## src/rtl/serial_pattern_pkg.sv

```systemverilog
// Shared types for the serial pattern transmitter and its "1000" tracker.
package serial_pattern_pkg;

   typedef enum logic [1:0] {
      ST_IDLE  = 2'd0,
      ST_SHIFT = 2'd1,
      ST_GAP   = 2'd2
   } tx_state_e;

   // Fixed encodings so detector benches can compare state numbers directly.
   typedef enum logic [2:0] {
      S0    = 3'd0,
      S1    = 3'd1,
      S10   = 3'd2,
      S100  = 3'd3,
      S1000 = 3'd4
   } trk_state_e;

endpackage

```

## src/rtl/moore_1000_tracker.sv

```systemverilog
// Golden Moore "1000" detector: follows the serial line and counts entries into S1000.
module moore_1000_tracker
   import serial_pattern_pkg::*;
(
   input  logic       clk,
   input  logic       rst,
   input  logic       x,
   output logic       exp_y,
   output logic [7:0] hit_count
);

   trk_state_e state_q, state_d;
   logic [7:0] cnt_q, cnt_d;

   always_ff @(posedge clk or negedge rst) begin
      if (!rst) begin
         state_q <= S0;
         cnt_q   <= '0;
      end else begin
         state_q <= state_d;
         cnt_q   <= cnt_d;
      end
   end

   always_comb begin
      state_d = S0;
      cnt_d   = cnt_q;
      if (x) begin
         state_d = S1;
      end else begin
         unique case (state_q)
            S0:      state_d = S0;
            S1:      state_d = S10;
            S10:     state_d = S100;
            S100:    state_d = S1000;
            S1000:   state_d = S0;
            default: state_d = S0;
         endcase
      end
      // S1000 never loops on itself, so every cycle landing there is a fresh entry.
      if (state_d == S1000) begin
         cnt_d = cnt_q + 8'd1;
      end
   end

   assign exp_y     = (state_q == S1000);
   assign hit_count = cnt_q;

endmodule

```

## src/rtl/serial_pattern_tx.sv

```systemverilog
// Parallel-to-serial transmitter: words in over valid/ready, MSB-first bits out on x, idle zeros between.
module serial_pattern_tx
   import serial_pattern_pkg::*;
#(
   parameter int WIDTH = 8,
   parameter int GAP   = 0
) (
   input  logic             clk,
   input  logic             rst,
   input  logic [WIDTH-1:0] data_in,
   input  logic             valid,
   output logic             ready,
   output logic             x,
   output logic             busy,
   output logic             done,
   output logic             exp_y,
   output logic [7:0]       hit_count
);

   localparam int CNT_W = (WIDTH > 1) ? $clog2(WIDTH) : 1;
   localparam int GAP_W = (GAP > 1) ? $clog2(GAP) : 1;
   localparam logic [CNT_W-1:0] BIT_LOAD = CNT_W'(WIDTH - 1);
   localparam logic [GAP_W-1:0] GAP_LOAD = GAP_W'((GAP > 0) ? GAP - 1 : 0);

   tx_state_e        state_q, state_d;
   logic [WIDTH-1:0] shreg_q, shreg_d;
   logic [CNT_W-1:0] bitcnt_q, bitcnt_d;
   logic [GAP_W-1:0] gapcnt_q, gapcnt_d;
   logic             x_q, x_d;
   logic             last_bit;
   logic             accept;

   always_ff @(posedge clk or negedge rst) begin
      if (!rst) begin
         state_q  <= ST_IDLE;
         shreg_q  <= '0;
         bitcnt_q <= '0;
         gapcnt_q <= '0;
         x_q      <= 1'b0;
      end else begin
         state_q  <= state_d;
         shreg_q  <= shreg_d;
         bitcnt_q <= bitcnt_d;
         gapcnt_q <= gapcnt_d;
         x_q      <= x_d;
      end
   end

   // shreg_q holds the bits still to be sent; the bit currently on the line lives in x_q.
   always_comb begin
      state_d  = state_q;
      shreg_d  = shreg_q;
      bitcnt_d = bitcnt_q;
      gapcnt_d = gapcnt_q;
      x_d      = 1'b0;
      last_bit = (state_q == ST_SHIFT) && (bitcnt_q == '0);
      ready    = (state_q == ST_IDLE) || (last_bit && (GAP == 0));
      accept   = valid && ready;

      unique case (state_q)
         ST_IDLE: begin
            state_d = ST_IDLE;
         end
         ST_SHIFT: begin
            if (bitcnt_q != '0) begin
               x_d      = shreg_q[WIDTH-1];
               shreg_d  = shreg_q << 1;
               bitcnt_d = bitcnt_q - 1'b1;
            end else if (GAP > 0) begin
               state_d  = ST_GAP;
               gapcnt_d = GAP_LOAD;
            end else begin
               state_d = ST_IDLE;
            end
         end
         ST_GAP: begin
            if (gapcnt_q == '0) begin
               state_d = ST_IDLE;
            end else begin
               gapcnt_d = gapcnt_q - 1'b1;
            end
         end
         default: begin
            state_d = ST_IDLE;
         end
      endcase

      // A new word overrides the idle/shift-end decision, giving seamless back-to-back frames.
      if (accept) begin
         state_d  = ST_SHIFT;
         x_d      = data_in[WIDTH-1];
         shreg_d  = data_in << 1;
         bitcnt_d = BIT_LOAD;
      end
   end

   assign x    = x_q;
   assign busy = (state_q != ST_IDLE);
   assign done = last_bit;

   moore_1000_tracker u_tracker (
      .clk       (clk),
      .rst       (rst),
      .x         (x_q),
      .exp_y     (exp_y),
      .hit_count (hit_count)
   );

endmodule
```

## config.mk

```make
export PLATFORM = sky130hd
export DESIGN_NAME = serial_pattern_tx
export DESIGN_NICKNAME = d
export VERILOG_FILES = /design/src/rtl/serial_pattern_pkg.sv /design/src/rtl/moore_1000_tracker.sv /design/src/rtl/serial_pattern_tx.sv
export SDC_FILE = /design/constraint.sdc
export NUM_CORES = 1
export LEC_CHECK = 0
export ABC_AREA = 0
export CORE_MARGIN = 4
export CORE_UTILIZATION = 52
export CTS_CLUSTER_SIZE = 24
export DETAILED_ROUTE_END_ITERATION = 8
export PLACE_DENSITY = 0.9
export SLEW_MARGIN = 30
export SYNTH_ARGS = -nofsm -noshare
export SYNTH_HDL_FRONTEND = slang
export SYNTH_SLANG_ARGS = --single-unit
```

## constraint.sdc

```tcl
create_clock -name clk -period 5 [get_ports clk]
set_clock_uncertainty 0.2 [all_clocks]
set_input_delay 1 -clock clk [delete_from_list [all_inputs] [get_ports clk]]
set_output_delay 1 -clock clk [all_outputs]
set_load 0.01 [all_outputs]
```

Yosys cells after proc, flatten, opt, wreduce, memory -nomap -nowiden --
Cells that the tools add are included.
Operators by class: add/subtract/negate cells 3, multiply operators 0, div/mod/pow operators 0, $lt $le $gt $ge 0, eq/ne operators 9, shifts and indexed selects 0, multiplexer cells 16, bitwise gates (word level) 0, reductions and logical operators 11
Operators by type and width (number):
- 2-to-1 mux 8 bit | 3
- 2-to-1 mux 3 bit | 4
- one-hot mux 3 bit (3 select lines) | 1
- adder 8 x 1 -> 8 bit, second input constant | 1
- == test 3 x 2 -> 1 bit, second input constant | 2
- == test 3 bit, second input constant | 2
- 2-to-1 mux 2 bit | 3
- inequality test 3 bit, second input constant | 2
- nonzero test 2 bit | 3
- 2-to-1 mux 1 bit | 4
- one-hot mux 2 bit (2 select lines) | 1
- AND reduction 2 bit | 2
- == test 3 x 1 -> 1 bit, second input constant | 1
- zero test 3 bit | 1
- nonzero test 3 bit | 1
- subtractor 3 x 1 -> 3 bit, second input constant | 1
- == test 2 x 1 -> 1 bit, second input constant | 1
- == test 2 bit, second input constant | 1
- logical AND 1 bit | 2
- zero test 2 bit | 1
- logical OR 1 bit | 1
- subtractor 1 bit, second input constant | 1
Word-level totals: register bits 26, latch bits 0, RAM bits 0, bits in read-only memories 0, bits of input ports 11, output and inout port bits 13, word-level logic and storage cells 46, memories 0

Depth between registers and ports, before layout --
word-level depth 6, depth in mapped cells 7, mapped depth without buffers 6

Modules after synthesis --
From an unflattened synthesis, not the netlist that was laid out.
Unflattened totals: cell total of the unflattened synthesis 93, area, all modules 1049.8 µm²
Modules (own cells, without submodules):
- serial_pattern_tx | times used 1, cells an instance 53, area each 565.5 µm², sequential area each 300.3 µm²
- moore_1000_tracker | times used 1, cells an instance 40, area each 484.2 µm², sequential area each 275.3 µm²

Worst setup path after synthesis --
Ideal clock, no wire load.
kind reg2out, from reg bitcnt_q[0], to out ready, arrival time 1.241 ns, required time 3.800 ns, setup slack 2.559 ns, cell stages (with the launch flop) 7, buffers on the path 1, cells stage by stage dfrtp_1 > inv_1 > ha_1 > ha_1 > nor2b_1 > buf_2 > inv_1
On the way: longest elaborated chain between the ends 3
Ends and longest elaborated chain:
- start: declaration | line serial_pattern_tx.sv:27 | logic [CNT_W-1:0] bitcnt_q, bitcnt_d;
- start signal: assignment | line serial_pattern_tx.sv:43 | bitcnt_q <= bitcnt_d;
- zero test 3 bit | line serial_pattern_tx.sv:56 | last_bit = (state_q == ST_SHIFT) && (bitcnt_q == '0);
- logical AND 1 bit | line serial_pattern_tx.sv:56
- logical OR 1 bit | line serial_pattern_tx.sv:57 | ready = (state_q == ST_IDLE) || (last_bit && (GAP == 0));
- end: declaration | line serial_pattern_tx.sv:12 | output logic ready,
No other way between the ends.

Worst setup path after layout --
Same ends and word-level chain as after synthesis.

==> summary.md <==
| Metric | Value |
|---|---|
| Instance count of the mapped netlist | `89` |
| Synthesized area | `0.00107 mm²` |
| Hold Path Class | `reg -> reg` |
| Clock tree root buffer cell | `sky130_fd_sc_hd__clkbuf_4` |
| Met2 routing resource usage after global routing | `25.5%` |
| Detailed Route Iter0 Violations | `2` |
| Worst-path fanout max | `3` |
| Port Buffers | `23` |
| Fin area | `0.00134 mm²` |
| Non-filler cells, final | `140` |
| CTS hold repair buffers | `0` |
| Final-report setup violation count | `0` |
| Total power divided by cell area | `481 mW/mm²` |
| Fin. max-slew vios | `0` |
| Critical path launch point type | `register` |
| Drt first pass iters | `2` |
| Fmax | `0.331 GHz` |
| Result of the run | `complete, no violations` |
| Synth Register Bits | `23` |
| FF/Latch Area | `576 µm²` |
| Die ar. | `0.00286 mm²` |
| FILL cells | `157` |
| R2R Path Start | `bitcnt_q[0]` |
| Average instance area after synthesis | `12.1 µm²` |
| Number of warnings reported in the yosys synthesis log | `0` |
| Worst setup slack for register-to-register paths | `3290 ps` |
| Layer carrying the most global-route usage | `met2` |
| Cell depth of the worst hold path | `1` |
| HPWL reported at the end of detailed placement | `1350 µm` |
| Cts repair resizes | `0` |
| Seq/Total Area, Yosys | `53.6%` |
| Slew at the pin closest to its max-slew limit | `553 ps` |
| Global routing usage on met3 | `1.69%` |
| Min-delay src | `x` |
| Core ar. | `0.00196 mm²` |
| Overflow left after global routing | `0` |
| Final count of hold timing violations | `0` |
| Per-cell routed wire length | `12.8 µm` |
| Depth of the most critical reg-to-reg path | `7` |
| IR drop worst, VDD | `0.297 mV` |
| Share of the synthesized area in the top cell type | `53.6%` |
| CTS tree | `built` |
| First-pass GRT wire length | `3150 µm` |
| Via density per instance | `5.15` |
| Layout-stage area growth over the synthesis result | `24.6%` |
| WS Path Type | `reg -> out` |
| Hold path endpoint | `u_tracker.state_q[1]` |
| Detailed-route wire length | `1800 µm` |
| Endpoint class of the critical path | `primary output` |
| Total number of vias | `721` |
| Setup TNS | `0 ps` |
| Clock-pin slew reported for the worst setup and hold paths after clock tree synthesis | `120 ps` |
| Number of sinks handled by clock tree synthesis | `23` |
| Endpoint required time on the critical path | `3800 ps` |
| Antenna-violating nets left | `0` |
| Initial cell density of the core | `54.8%` |
| Final critical-path required period | `3020 ps` |
| Pin count of the biggest net entering global routing | `24` |
| Total I/O pin count | `24` |
| Data arrival at the endpoint of the critical path | `1820 ps` |
| Hold Worst Slack | `289 ps` |
| Total power | `0.644 mW` |
| ANT cells | `0` |
| Crit Reg-Reg Endpoint | `bitcnt_q[0]` |
| Row count | `16` |
| Chip width | `53.5 µm` |
| Die Ht | `53.5 µm` |
| Most area-hungry cell type in the Yosys netlist | `sky130_fd_sc_hd__dfrtp_1` |
| Number of buffers created by CTS | `3` |
| H-tree level count | `1` |
| Share of final-layout standard cells stronger than drive strength 1 | `12.4%` |
| Buffer levels on the longest clock path | `2` |
| Cell count after placement | `136` |
| Weighted congestion at the end of routability-driven global placement | `0.727` |
| Vias in the first global route | `721` |
| Static power due to leakage | `0.622 nW` |
| Share of the clock period used by the worst path after layout | `60.4%` |
| Distinct cell type count after synthesis | `25` |
| Unrepaired setup endpoints after global routing | `false` |
| Clock network latency to the later pin of the worst-skew pair | `300 ps` |
| Net Count, Synth | `103` |
| Multi-input logic area | `455 µm²` |
| Post-Place Cell Area | `0.00131 mm²` |
| Overall track demand over capacity in global routing | `15.0%` |
| Headroom to the max-slew limit | `63.0%` |
| Number of antenna violations at the first check in global routing | `0` |
| Biggest area contributors in the synthesized netlist | `sky130_fd_sc_hd__dfrtp_1 54%, sky130_fd_sc_hd__mux2i_1 6.5%, sky130_fd_sc_hd__xnor2_1 4.1%, sky130_fd_sc_hd__nand4_4 4.0%, sky130_fd_sc_hd__ha_1 3.5%` |
| Post-CTS Repair Setup Buffers | `0` |
| Max-cap violations | `0` |
| NumNets Final | `128` |
| Global routing met1 resource utilization | `19.2%` |
| Residual DRC | `0` |
[state kept, by name, indices dropped and copies added, names as in the netlist]
register and cells:
u_tracker.state_q 3, u_tracker.hit_count 8, shreg_q 7, state_q 1, x 1, bitcnt_q 3
[routing by layer]
layer	part of all wire, %	wire length (µm)
met1	42	746
met2	54	978
met3	2.3	41
met4	1.6	29
met5	0	0
[stage by stage]
stage | utilization (%) | setup slack (ps)
CTS | 68.2 | 1940
finish | 68.2 | 1980
detailed placement | 66.9 | 2300
global placement | 67.2 | 2400
global route | 68.2 | 1820
floorplan | - | 2560
[worst max-delay path by stage]
stage | startpoint | cells past startpoint | endpoint
final | bitcnt_q[0] | 6 | ready
after detailed placement | bitcnt_q[0] | 6 | ready
after global placement | bitcnt_q[0] | 6 | ready
after floorplan | bitcnt_q[0] | 6 | ready
after global routing | bitcnt_q[0] | 6 | ready
after CTS | bitcnt_q[0] | 6 | ready
[layout make-up]
cell class                      instances  area share [%]
Timing Repair Buffer                   24            17.4
Tap cell                               27            2.52
Clock buffer                            4            1.96
Multi-Input combinational cell         58            34.0
Sequential cell                        23            43.0
Inverter                                4            1.12
[synthesized netlist by cell type (all sizes together)]
cell type,n
and2,2
o21ai,7
nand3,2
nor2,1
nand2,10
ha,3
inv,4
a21oi,3
and4,1
mux2i,7
mux2,1
nor3b,2
nand4,2
and4bb,1
nor3,4
or2,2
xor2,1
nor2b,1
dfrtp,23
buf,4
xnor2,7
and3,1
[critical path, cell delays in order, from the launching register on]
cell	delay, ps
sky130_fd_sc_hd__dfrtp_1	390
sky130_fd_sc_hd__inv_1	50
sky130_fd_sc_hd__ha_1	190
sky130_fd_sc_hd__ha_1	190
sky130_fd_sc_hd__nor2b_1	170
sky130_fd_sc_hd__inv_1	70
sky130_fd_sc_hd__clkdlybuf4s50_1	470
[power by group]
group | internal [mW] | total [mW] | switching, mW
Combinational | 0.134 | 0.247 | 0.113
Clock | 0.0311 | 0.0834 | 0.0523
Sequential | 0.251 | 0.313 | 0.0619
[kinds of logic (layout without fill, tap and decap cells)]
| family | after synthesis | in the layout | synth area share, % |
|---|---|---|---|
| simple gates | 29 | 29 | 18.4 |
| flops | 23 | 23 | 53.6 |
| compound gates | 10 | 10 | 4.66 |
| xor+xnor | 8 | 8 | 7.92 |
| mux | 8 | 8 | 7.92 |
| buf+inv | 8 | 32 | 4.07 |
| fa+ha+maj | 3 | 3 | 3.49 |
[cell usage in the layout, fill, tap and decap left out, drive strengths merged]
cell type,instances
clkdlybuf4s50,22
and4bb,1
inv,4
a21oi,3
ha,3
nor3,4
o21ai,7
xnor2,7
buf,2
nand2,10
or2,2
nand4,2
dfrtp,23
nor3b,2
nand3,2
mux2i,7
xor2,1
mux2,1
and4,1
clkbuf,4
nor2,1
and2,2
and3,1
nor2b,1
(Power assumes the default switching activity.)
==> patch 1 (config.mk and constraints unchanged) <==
The 5 states of `trk_state_e` get a Gray code encoding in 3 bits.
--- a/src/rtl/serial_pattern_pkg.sv
+++ b/src/rtl/serial_pattern_pkg.sv
@@ -9,11 +9,11 @@
 
    // Fixed encodings so detector benches can compare state numbers directly.
    typedef enum logic [2:0] {
-      S0    = 3'd0,
-      S1    = 3'd1,
-      S10   = 3'd2,
-      S100  = 3'd3,
-      S1000 = 3'd4
+      S0    = 3'b000,
+      S1    = 3'b001,
+      S10   = 3'b011,
+      S100  = 3'b010,
+      S1000 = 3'b110
    } trk_state_e;
 
 endpackage
Behaviour: same outputs for any inputs over 10 cycles, from zero or initial values and one cycle with rst low; not proved beyond that.
==> patch 1 against the original RTL <==
Via count increased by 0.42%. Cell count increased by 1.4%. Setup slack got worse by 0.24 ns. Area after synthesis decreased by 5.2%. Count of clock-buffer cells in the layout unchanged. Final area decreased by 3.9%. Combinational power increased by 8.1%. Sequential cell count unchanged. Fmax decreased by 7.5%. Clock power decreased by 2%. Wire length increased by 11%. Global-route usage increased by 2.4 points. Power increased by 2.9%. Largest cell class unchanged. Largest power group unchanged.
==> patch 1: results (changes against the original RTL) <==
status:
  status: "completed"
placement:
  post-place-ws_ns: 2.09  # -0.209 ns
  io_buffers: 23  # unchanged
  gp_congestion: 0.751  # +3.3%
  dp_hpwl_mm: 1.50  # +11%
cells_and_area:
  largest_register_ffs: 8  # unchanged
  fillCellCount: 141  # -10%
  n_antenna_cell: 0  # unchanged
  finalNetCount: 132  # +3.1%
  drive_gt1_share_pct: 7.69  # -4.7 points
detailed_routing:
  drtIter0Drc: 3  # +1
  first_pass_iters: 4  # +2
  route.detailed.wl_per_inst_um: 14.0  # +9.2%
  routed_via_density: 5.10  # -1.0%
cts:
  cts_resized: 0  # unchanged
  post-cts-setup-buffer-count: 0  # unchanged
  cts.clk_slew.worst_paths_ns: 0.12  # about the same
  cts_buffer_depth: 2  # unchanged
  cts.htree.levels: 1  # unchanged
  cts-root-buf: "clkbuf_4"
  numCtsBuffers: 3  # unchanged
  insertion_delay_ns: 0.30  # about the same
synth:
  ys_seq_area_share_pct: 56.5  # +3.0 points
  postSynthNetCount: 107  # +3.9%
  synth_warnings: 0  # unchanged
  synthArstFlopShare_pct: 100  # unchanged
  yosysUniqueCellTypes: 23  # -8.0%
  synthTopCellsByCount: "23 x dfrtp_1, 14 x nand2_1, 7 x mux2i_1, 7 x o21ai_0, 6 x nor3_1"
  synth.area.top_cells: "dfrtp_1 57%, mux2i_1 6.9%, nand2_1 5.2%"
  synth_ff_type: "dfrtp_1"
global_route:
  grt_pass1_wl_mm: 3.42  # +8.8%
  antenna_found_initial: 0  # unchanged
  grt_max_degree: 24  # unchanged
  grt_pass1_vias: 774  # +7.4%
  track_usage_pct: 17.5  # +2.4 points
worst_setup_path:
  critPathMaxStageDelay_ns: 0.48
  crit_fanout: 23  # +20
  crit_family: "buffers and inverters"
  cp.arrival_ns: 2.07  # +0.25 ns
  cp_slowest_cell: "clkdlybuf4s50_1"
hold_path:
  hold_class: "reg2reg"
power_and_ir_drop:
  peakVddDrop_v: 0.000349  # +18%
  leakage_nw: 0.624  # +0.42%
die:
  die_x_um: 52.3  # -2.3%
sta:
  relSlewSlack_pct: 60.8  # -2.3 points
-- patch 1: cell families after synthesis --
| group | count (synthesis) | share of synthesized area (%) |
|---|---|---|
| XOR/XNOR | 7 | 6.02 |
| AO/OA/AOI/OAI | 11 | 5.77 |
| flip-flops | 23 | 56.5 |
| adder cells (fa/ha/maj) | 3 | 3.69 |
| multiplexers | 7 | 6.88 |
| buffers and inverters | 9 | 4.05 |
| AND/OR/NAND/NOR | 33 | 17.1 |
-- patch 1: worst paths after layout --
kind | startpoint | to | slack (ns) | cells after the start
min | u_tracker.hit_count[7] | u_tracker.hit_count[7] | 0.28 | 1
max | bitcnt_q[0] | ready | 1.73 | 7
min reg2reg | u_tracker.hit_count[7] | u_tracker.hit_count[7] | 0.28 | 1
min in group asynchronous | rst | u_tracker.hit_count[5] | 0.45 | 1
max in group asynchronous | rst | u_tracker.hit_count[0] | 3.82 | 1
max reg2reg | u_tracker.state_q[0] | u_tracker.hit_count[4] | 3.08 | 4
-- patch 1: layout make-up --
type	count	area, um2	share of cell area (%)
Sequential cell	23	576	44.7
Multi-Input combinational cell	61	402	31.2
Timing Repair Buffer	24	233	18.1
Tap cell	25	31.3	2.43
Clock buffer	4	26.3	2.04
Inverter	5	18.8	1.46
-- patch 1: where the power goes --
group          internal (mW)  switching [mW]
Combinational          0.133           0.134
Clock                 0.0311          0.0505
Sequential             0.256          0.0577
-- patch 1: per-layer routing --
layer | share of wire [%] | global-route usage [%] | up-vias
met5 | 0 | 0 | -
met4 | 2.0 | 3.83 | 0
met3 | 3.9 | 6.27 | 4
met2 | 53 | 30.5 | 15
met1 | 41 | 20.4 | 344
li1 | - | - | 361
-- patch 1: stage by stage --
step                      cell area, um2  instances
after global routing                1290        142
final                               1290        142
after global placement              1260        138
after CTS                           1290        142
after floorplan                     1020         93
after detailed placement            1260        138
==> patch 2 (config.mk and constraints unchanged) <==
Without the edit above. `WIDTH`: 8 -> 4.
--- a/src/rtl/serial_pattern_tx.sv
+++ b/src/rtl/serial_pattern_tx.sv
@@ -2,7 +2,7 @@
 module serial_pattern_tx
    import serial_pattern_pkg::*;
 #(
-   parameter int WIDTH = 8,
+   parameter int WIDTH = 4,
    parameter int GAP   = 0
 ) (
    input  logic             clk,
Interface: changed (resized data_in); port bits go from 24 to 20. The function was not compared with the original's and may differ.
==> patch 2 against the original RTL <==
Synthesized cell count down 20%. Combinational power down 21%. Sequential cell count down 5. Sequential share of layout area up 1.9 points. Final area down 25%. Sequential power down 24%. Setup slack worse by 0.22 ns. Wire length down 19%. Area after synthesis down 26%. Power down 22%.
==> patch 2: results (changes against the original RTL) <==
status:
  status: "completed"
placement:
  dp.cells: 102  # -25%
  gp_congestion: 0.825  # +13%
  io_buffers: 19  # -17%
  post-place-ws_ns: 2.06  # -0.240 ns
  dp_hpwl_mm: 1.16  # -14%
  placed_area_um2: 981  # -25%
cells_and_area:
  largest_register_ffs: 8  # unchanged
  finalNetCount: 101  # -21%
  drive_gt1_share_pct: 5.56  # -6.8 points
worst_setup_path:
  crit_fanout: 13  # +10
  cp.arrival_ns: 2.04  # +0.22 ns
  critPathMaxStageDelay_ns: 0.56  # +0.09 ns
  r2r_start: "x"
  r2r_slack_ns: 3.25  # -0.04 ns
  reg2reg_to: "u_tracker.hit_count[7]"
  reg2regPathDepth: 3  # -4
power_and_ir_drop:
  leakage_nw: 0.487  # -22%
  peakVddDrop_v: 0.000339  # +14%
  seq_power_share_pct: 47.4  # -1.3 points
  netSwitchingPower_mw: 0.177  # -22%
  p_int_mw: 0.325  # -22%
  clk-power_mw: 0.0685  # -18%
hold_path:
  min-delay-start: "bitcnt_q[0]"
  hold_path_end: "bitcnt_q[0]"
synth:
  post_synth.cell_area_avg_um2: 11.1  # -7.8%
  ys_seq_area_share_pct: 57.0  # +3.4 points
  synth_xor_area_share_pct: 8.86  # +0.94 points
  postSynthNetCount: 80  # -22%
  muxShareOfSynthArea_pct: 3.80  # -4.1 points
  synth.area.top_cells: "dfrtp_1 57%, nand2_1 4.7%, xnor2_1 4.4%"
  synthAdderAreaFrac_pct: 3.16  # -0.33 points
  synth_warnings: 0  # unchanged
  synthTopCellsByCount: "18 x dfrtp_1, 10 x nand2_1, 5 x nor3_1"
  yosysUniqueCellTypes: 22  # -12%
  synth_compound_area_share_pct: 4.11  # -0.54 points
detailed_routing:
  first_pass_iters: 3  # +1
  wl_mm: 1.46  # -19%
  drtIter0Drc: 5  # +3
  vias: 550  # -24%
  route.detailed.wl_per_inst_um: 13.9  # +8.2%
global_route:
  use_met1_pct: 17.4  # -1.7 points
  grtUsageMet2_pct: 29.3  # +3.8 points
  grt_pass1_vias: 541  # -25%
  grt_max_degree: 19  # -21%
  grt_pass1_wl_mm: 2.39  # -24%
  track_usage_pct: 15.9  # +0.86 points
  grt_util_met3_pct: 4.60  # +2.9 points
cts:
  cts.clk_slew.worst_paths_ns: 0.09  # -0.03 ns
  cts_buffer_depth: 2  # unchanged
  insertion_delay_ns: 0.28  # -0.02 ns
sta:
  tightest_slew_ns: 0.769  # +0.216 ns
  holdWs_ns: 0.282  # -0.00666 ns
## patch 2: cell count changes in the layout (fill, tap and decap cells not counted), moves of 2 or more
cell,before,now
o21ai_0,7,3
nand3_1,0,2
clkdlybuf4s50_1,22,19
dfrtp_1,23,18
xor2_1,1,4
xnor2_2,2,0
nand3_2,2,0
nand4_4,2,0
mux2i_1,7,3
nor2_1,1,3
## patch 2: kinds of logic (layout without fill, tap and decap cells)
| group | Yosys count | in the layout |
|---|---|---|
| and+or+nand+nor | 27 | 27 |
| DFF | 18 | 18 |
| xor gates and xnor gates | 8 | 8 |
| buffers and inverters | 7 | 26 |
| AOI/OAI and AO/OA | 6 | 6 |
| muxes | 3 | 3 |
| adders and majority gates | 2 | 2 |
## patch 2: how the worst max path moves through the flow
stage / start / end / slack [ns] / cells past startpoint
floorplan: bitcnt_q[0] / ready / 2.67 / 5
global placement: bitcnt_q[0] / ready / 2.12 / 5
detailed placement: bitcnt_q[0] / ready / 2.06 / 5
CTS: bitcnt_q[0] / ready / 1.73 / 5
global route: bitcnt_q[0] / ready / 1.59 / 5
finish: bitcnt_q[0] / ready / 1.76 / 5
## patch 2: routing by layer
layer | part of all wire, % | up-vias
met5 | 0 | -
met4 | 0.89 | 0
met3 | 2.7 | 2
met2 | 53 | 7
met1 | 43 | 270
li1 | - | 271
## patch 2: area by class of cell
cell class | instances | area [um2]
Sequential cell | 18 | 450
Fill cell | 98 | 363
Multi-Input combinational cell | 46 | 307
Timing Repair Buffer | 19 | 190
Clock buffer | 3 | 22.5
Tap cell | 15 | 18.8
Inverter | 4 | 15.0
## patch 2: worst register-to-register path, stage by stage, from the launching register on
cell and delay (ns):
dfrtp_1 0.42, nand4bb_1 0.45, nor4_4 0.41, xor2_1 0.19
